===== config.mk =====
export PLATFORM = sky130hd
export DESIGN_NAME = fir_xifu_mem_responder
export DESIGN_NICKNAME = d
export VERILOG_FILES = /design/src/rtl/fir_xifu_mem_responder.sv
export SDC_FILE = /design/constraint.sdc
export NUM_CORES = 1
export LEC_CHECK = 0
export BUFFER_PORTS_ARGS = -buffer_cell sky130_fd_sc_hd__buf_2
export CORE_UTILIZATION = 42
export DETAILED_ROUTE_END_ITERATION = 8
export HOLD_SLACK_MARGIN = 0.03
export PLACE_DENSITY = 0.76
export REMOVE_ABC_BUFFERS = 1
export SKIP_LAST_GASP = 1
export SLEW_MARGIN = 25
export SYNTH_ARGS = -nofsm -noshare
export SYNTH_HDL_FRONTEND = slang
export SYNTH_SLANG_ARGS = --single-unit

===== constraint.sdc =====
create_clock -name clk_i -period 1.9 [get_ports clk_i]
set_input_delay 0.285 -clock clk_i [delete_from_list [all_inputs] [get_ports clk_i]]
set_output_delay 0.285 -clock clk_i [all_outputs]
set_load 0.02 [all_outputs]

===== src/rtl/fir_xifu_mem_responder.sv =====
// Core-side CV-X-IF memory responder: one holding register feeding a single OBI port, in-order results.
// Optional misalignment trap: define FIR_XIFU_MEMRESP_MISALIGN_ERR_EN.
module fir_xifu_mem_responder #(
   parameter int MAX_OUTSTANDING = 2,
   parameter int ADDR_WIDTH      = 32,
   parameter int ID_WIDTH        = 4
) (
   input  logic                  clk_i,
   input  logic                  rst_ni,
   input  logic                  clear_i,
   // xif_mem (cpu_mem)
   input  logic                  mem_valid,
   output logic                  mem_ready,
   input  logic [ID_WIDTH-1:0]   mem_req_id,
   input  logic [ADDR_WIDTH-1:0] mem_req_addr,
   input  logic                  mem_req_we,
   input  logic [2:0]            mem_req_size,
   input  logic [3:0]            mem_req_be,
   input  logic [31:0]           mem_req_wdata,
   output logic                  mem_resp_exc,
   output logic [5:0]            mem_resp_exccode,
   output logic                  mem_resp_dbg,
   // xif_mem_result (cpu_mem_result)
   output logic                  mem_result_valid,
   output logic [ID_WIDTH-1:0]   mem_result_id,
   output logic [31:0]           mem_result_rdata,
   output logic                  mem_result_err,
   output logic                  mem_result_dbg,
   // OBI data port
   output logic                  obi_req_o,
   input  logic                  obi_gnt_i,
   output logic [ADDR_WIDTH-1:0] obi_addr_o,
   output logic                  obi_we_o,
   output logic [3:0]            obi_be_o,
   output logic [31:0]           obi_wdata_o,
   input  logic                  obi_rvalid_i,
   input  logic [31:0]           obi_rdata_i,
   input  logic                  obi_err_i,
   // FSM state observation
   output logic                  state_dbg
);

   localparam int CNT_W = $clog2(MAX_OUTSTANDING + 1);
   localparam int PTR_W = (MAX_OUTSTANDING > 1) ? $clog2(MAX_OUTSTANDING) : 1;
   localparam logic [CNT_W-1:0] MAX_CNT  = CNT_W'(MAX_OUTSTANDING);
   localparam logic [PTR_W-1:0] PTR_LAST = PTR_W'(MAX_OUTSTANDING - 1);

   typedef enum logic {IDLE = 1'b0, REQ = 1'b1} state_t;

   state_t              state;
   state_t              state_next;
   logic [ID_WIDTH-1:0] hold_id;
   logic [ID_WIDTH-1:0] fifo_id [MAX_OUTSTANDING];
   logic                fifo_we [MAX_OUTSTANDING];
   logic [PTR_W-1:0]    wr_ptr;
   logic [PTR_W-1:0]    rd_ptr;
   logic [CNT_W-1:0]    count;
   logic [CNT_W-1:0]    count_next;
   logic                granted;
   logic                hold_free;
   logic                handshake;
   logic                forward;
   logic                misaligned;
   logic                push;
   logic                pop;

   function automatic logic [PTR_W-1:0] ptr_inc(input logic [PTR_W-1:0] p);
      return (p == PTR_LAST) ? '0 : p + 1'b1;
   endfunction

   // Handshake/valid-ready: a request transfers in any cycle where mem_valid && mem_ready;
   // a result is presented for exactly one cycle and is never back-pressured.
   assign granted   = (state == REQ) && obi_req_o && obi_gnt_i;
   assign hold_free = (state == IDLE) || granted;
   assign mem_ready = hold_free && (count < MAX_CNT) && !clear_i;
   assign handshake = mem_valid && mem_ready;
   assign forward   = handshake && !misaligned;
   assign push      = granted;
   assign pop       = obi_rvalid_i && (count != '0);

   assign mem_resp_dbg   = 1'b0;
   assign mem_result_dbg = 1'b0;
   assign state_dbg      = state;

`ifdef FIR_XIFU_MEMRESP_MISALIGN_ERR_EN
   always_comb begin
      misaligned = 1'b0;
      case (mem_req_size)
         3'd1:    misaligned = mem_req_addr[0];
         3'd2:    misaligned = |mem_req_addr[1:0];
         default: misaligned = 1'b0;
      endcase
   end

   assign mem_resp_exc     = misaligned;
   assign mem_resp_exccode = misaligned ? (mem_req_we ? 6'd6 : 6'd4) : 6'd0;
`else
   logic unused_req_bits;

   assign misaligned       = 1'b0;
   assign mem_resp_exc     = 1'b0;
   assign mem_resp_exccode = 6'd0;
   assign unused_req_bits  = ^{mem_req_addr[1:0], mem_req_size};
`endif

   always_comb begin
      count_next = count;
      if (push && !pop) begin
         count_next = count + 1'b1;
      end else if (!push && pop) begin
         count_next = count - 1'b1;
      end
   end

   // A granted request always leaves REQ; clear only drops a request OBI has not taken.
   always_comb begin
      state_next = state;
      if (forward) begin
         state_next = REQ;
      end else if (granted || clear_i) begin
         state_next = IDLE;
      end
   end

   always_ff @(posedge clk_i or negedge rst_ni) begin
      if (!rst_ni) begin
         state            <= IDLE;
         obi_req_o        <= 1'b0;
         obi_addr_o       <= '0;
         obi_we_o         <= 1'b0;
         obi_be_o         <= '0;
         obi_wdata_o      <= '0;
         hold_id          <= '0;
         wr_ptr           <= '0;
         rd_ptr           <= '0;
         count            <= '0;
         mem_result_valid <= 1'b0;
         mem_result_id    <= '0;
         mem_result_rdata <= '0;
         mem_result_err   <= 1'b0;
         for (int i = 0; i < MAX_OUTSTANDING; i++) begin
            fifo_id[i] <= '0;
            fifo_we[i] <= 1'b0;
         end
      end else begin
         state <= state_next;
         count <= count_next;
         // Hold the request off the bus while the ID FIFO is full so a grant can never overflow it.
         obi_req_o <= (state_next == REQ) && (count_next < MAX_CNT);

         if (forward) begin
            hold_id     <= mem_req_id;
            obi_addr_o  <= {mem_req_addr[ADDR_WIDTH-1:2], 2'b00};
            obi_we_o    <= mem_req_we;
            obi_be_o    <= mem_req_be;
            obi_wdata_o <= mem_req_wdata;
         end

         if (push) begin
            fifo_id[wr_ptr] <= hold_id;
            fifo_we[wr_ptr] <= obi_we_o;
            wr_ptr          <= ptr_inc(wr_ptr);
         end

         mem_result_valid <= pop;
         if (pop) begin
            mem_result_id    <= fifo_id[rd_ptr];
            mem_result_rdata <= fifo_we[rd_ptr] ? 32'h0 : obi_rdata_i;
            mem_result_err   <= obi_err_i;
            rd_ptr           <= ptr_inc(rd_ptr);
         end
      end
   end

`ifndef SYNTHESIS
   rvalid_needs_outstanding: assert property (@(posedge clk_i) disable iff (!rst_ni)
      obi_rvalid_i |-> (count != '0));
   push_never_overflows: assert property (@(posedge clk_i) disable iff (!rst_ni)
      push |-> ((count < MAX_CNT) || pop));
`endif

endmodule

==> qor.yml <==
vias_per_cell: 4.65
dpl_cell_area_um2: 6290
setup_viol: 0
hold_class: "primary input to flip-flop"
rr_endpoint: "obi_addr_o[3]"
grt_pass1_wl_um: 15600
cp_slowest_cell: "or4b_4"
seq_area_um2: 3130
power_frac_comb: 0.405
mostFrequentLayoutCells: "buf_2 (216), dfrtp_1 (125), mux2_4 (70), a22o_1 (32), clkbuf_16 (17)"
power_frac_seq: 0.366
reg2reg_slack_ns: 0.08
fin_crit_sh: 0.959
clk_latency_ns: 0.41
grt_overflow: 0
slowest_delay_ns: 0.54
die_w_um: 113
ant_nets: 0
period_needed_ns: 1.82
start_util: 0.429
nFillCells: 942
fp.dieArea_um2: 12700
grt_max_degree: 126
min_from: "clear_i"
final-max-slew-violation-count: 0
final.setup.tns_ns: 0
path_cells: "a21boi_2 -> or4b_4 -> buf_12 -> mux2_4"
ff2ff_path_depth: 4
whs_endpoint: "state_dbg"
final_common_cell: "buf_2"
worstPathArrival_ns: 2.11
r2r_start: "state_dbg"
hold_viol: 0
clock_path_buffers: 2
multi_input_area_um2: 1770
cts_made_buffers: 17
core_area_um2: 12000
clk_pin_slew_ns: 0.05
syn_to_final_growth_pct: 33.3
ys_seq_elements: 125
die-height_um: 113
firstDrtPassIters: 4
drc: 0
cts-root-buf: "clkbuf_16"
nets: 650
rows: 40
cts.sinks: 125
worstSetupStartpoint: "state_dbg"
grt_pass1_vias: 3138
pin_count: 234
worstSetupPathType: "flip-flop to flip-flop"
cts_tree: "done"
power_uw: 12900
p_switching_uw: 4510
place_congestion: 0.702
synth-seq-area-share: 0.609
holdWs_ns: 0.0736
hpwl_um: 7060
antenna_cells: 0
netlist_area_um2: 5130
fin_util: 0.572
globalRouteTotalUtil: 0.164
wl_um: 9960
vias: 3210
wl_per_cell_um: 14.4
worst_pin_slew_ns: 0.708
status: "finished clean"
skew_ns: 0.00807
antenna_found_initial: 0
slew_headroom: 0.528
drtIter0Drc: 100
cp.required_ns: 2.19
critPathLaunchType: "flip-flop"
synth_cell_types: 31
intPower_uw: 8370
critical_path.max_fanout: 41
drive_gt1_frac: 0.616
cp_top_family: "simple AND/OR/NAND/NOR gates"
clkPwrFrac: 0.230
postLayoutCellArea_um2: 6840
drv_cap: 0
whs_path_depth: 2
endpoint_kind: "flip-flop"
ir_drop_v: 0.000920
rsz0062_at_grt: "false"
yosys_warnings: 0
synth_async_sr_flop_share: 1.00
p_leak_uw: 0.00374
switching_share: 0.350
htree_num_levels: 4
portBuffers: 217
synth_edf_count: 0
synthFlopType: "dfrtp_1"
clock.fmax_ghz: 0.549
timing.critical_path.buf_inv: 1
syn_area_per_cell_um2: 16.7
synthCells: 308
cellPowerDensity_nw_per_um2: 1880
[layout make-up]
cell class	instances	area share
flip-flops and latches	125	0.457
multi-input cells	160	0.258
repair buffers	224	0.176
clock buffers	23	0.0655
well taps	147	0.0269
clock inverters	8	0.0137
inverters	4	0.00219
[flip-flops by register name, indices dropped and copies added (netlist names)]
signal and cells:
mem_result_err 1, mem_result_valid 1, obi_addr_o 30, rd_ptr 1, obi_req_o 1, mem_result_rdata 32
wr_ptr 1, fifo_we 2, count 2, mem_result_id 4, obi_be_o 4, fifo_id 8
obi_we_o 1, hold_id 4, state_dbg 1, obi_wdata_o 32
[how the worst max path moves through the flow]
stage                           to  cells past startpoint  slack, ns
2_1_floorplan  mem_result_rdata[0]                      5      -1.79
3_3_place_gp       obi_wdata_o[20]                      4       0.11
3_5_place_dp        obi_addr_o[14]                      4       0.10
4_1_cts             obi_wdata_o[8]                      4       0.08
5_1_grt                  obi_req_o                      8       0.03
6_report             obi_addr_o[3]                      4       0.08
[cell families (layout without fill, tap and decap cells)]
logic type / count (synthesis) / in the layout / synth area share
multiplexers: 86 / 86 / 0.239
flip-flops: 125 / 125 / 0.609
adder cells (fa/ha/maj): 3 / 3 / 0.00731
AO/OA/AOI/OAI: 41 / 41 / 0.0666
XOR/XNOR: 1 / 1 / 0.00171
AND/OR/NAND/NOR: 18 / 18 / 0.0188
buffers and inverters: 33 / 259 / 0.0566
other: 1 / 11 / 0.000731
[stage by stage]
| stage | setup WS (ns) | instances |
|---|---|---|
| floorplan | -1.79 | 289 |
| global placement | 0.115 | 659 |
| detailed placement | 0.102 | 659 |
| CTS | 0.0842 | 691 |
| global route | 0.0296 | 691 |
| finish | 0.0778 | 691 |
[routing by layer]
| metal | up-vias | global-route usage | share of wire |
|---|---|---|---|
| met4 | 0 | 0.0871 | 0.022 |
| li1 | 1531 | - | - |
| met1 | 1509 | 0.200 | 0.43 |
| met3 | 18 | 0.0675 | 0.075 |
| met5 | - | 0 | 0 |
| met2 | 152 | 0.249 | 0.48 |
[power by group through the flow]
stage	clock [µW]	sequential [µW]	combinational, µW
after global placement	0	4660	5160
final	2960	4710	5210
after CTS	3040	4720	5280
after detailed placement	0	4720	5280
after floorplan	0	6020	2100
after global routing	3180	4860	5530
[timing repair]
action | CTS | global route
hold endpoints to repair | 125 | 0
gates resized for setup | 0 | 0
setup buffers | 0 | 0
hold buffers | 1 | 0
[synthesized netlist by cell type, types with 2 or more instances]
| cell type | number | area share |
|---|---|---|
| mux2i_1 | 4 | 0.0078 |
| buf_1 | 3 | 0.0022 |
| inv_1 | 4 | 0.0029 |
| o21ai_0 | 4 | 0.0039 |
| mux2_4 | 70 | 0.20 |
| buf_2 | 3 | 0.0029 |
| nand2_1 | 6 | 0.0044 |
| clkbuf_1 | 4 | 0.0029 |
| buf_12 | 7 | 0.027 |
| mux2_2 | 12 | 0.026 |
| nor2_1 | 2 | 0.0015 |
| ha_1 | 3 | 0.0073 |
| dfrtp_1 | 125 | 0.61 |
| a22o_1 | 32 | 0.055 |
| nor3_1 | 3 | 0.0029 |
| buf_4 | 11 | 0.016 |
Note: power is estimated with default switching activity, not from simulation.
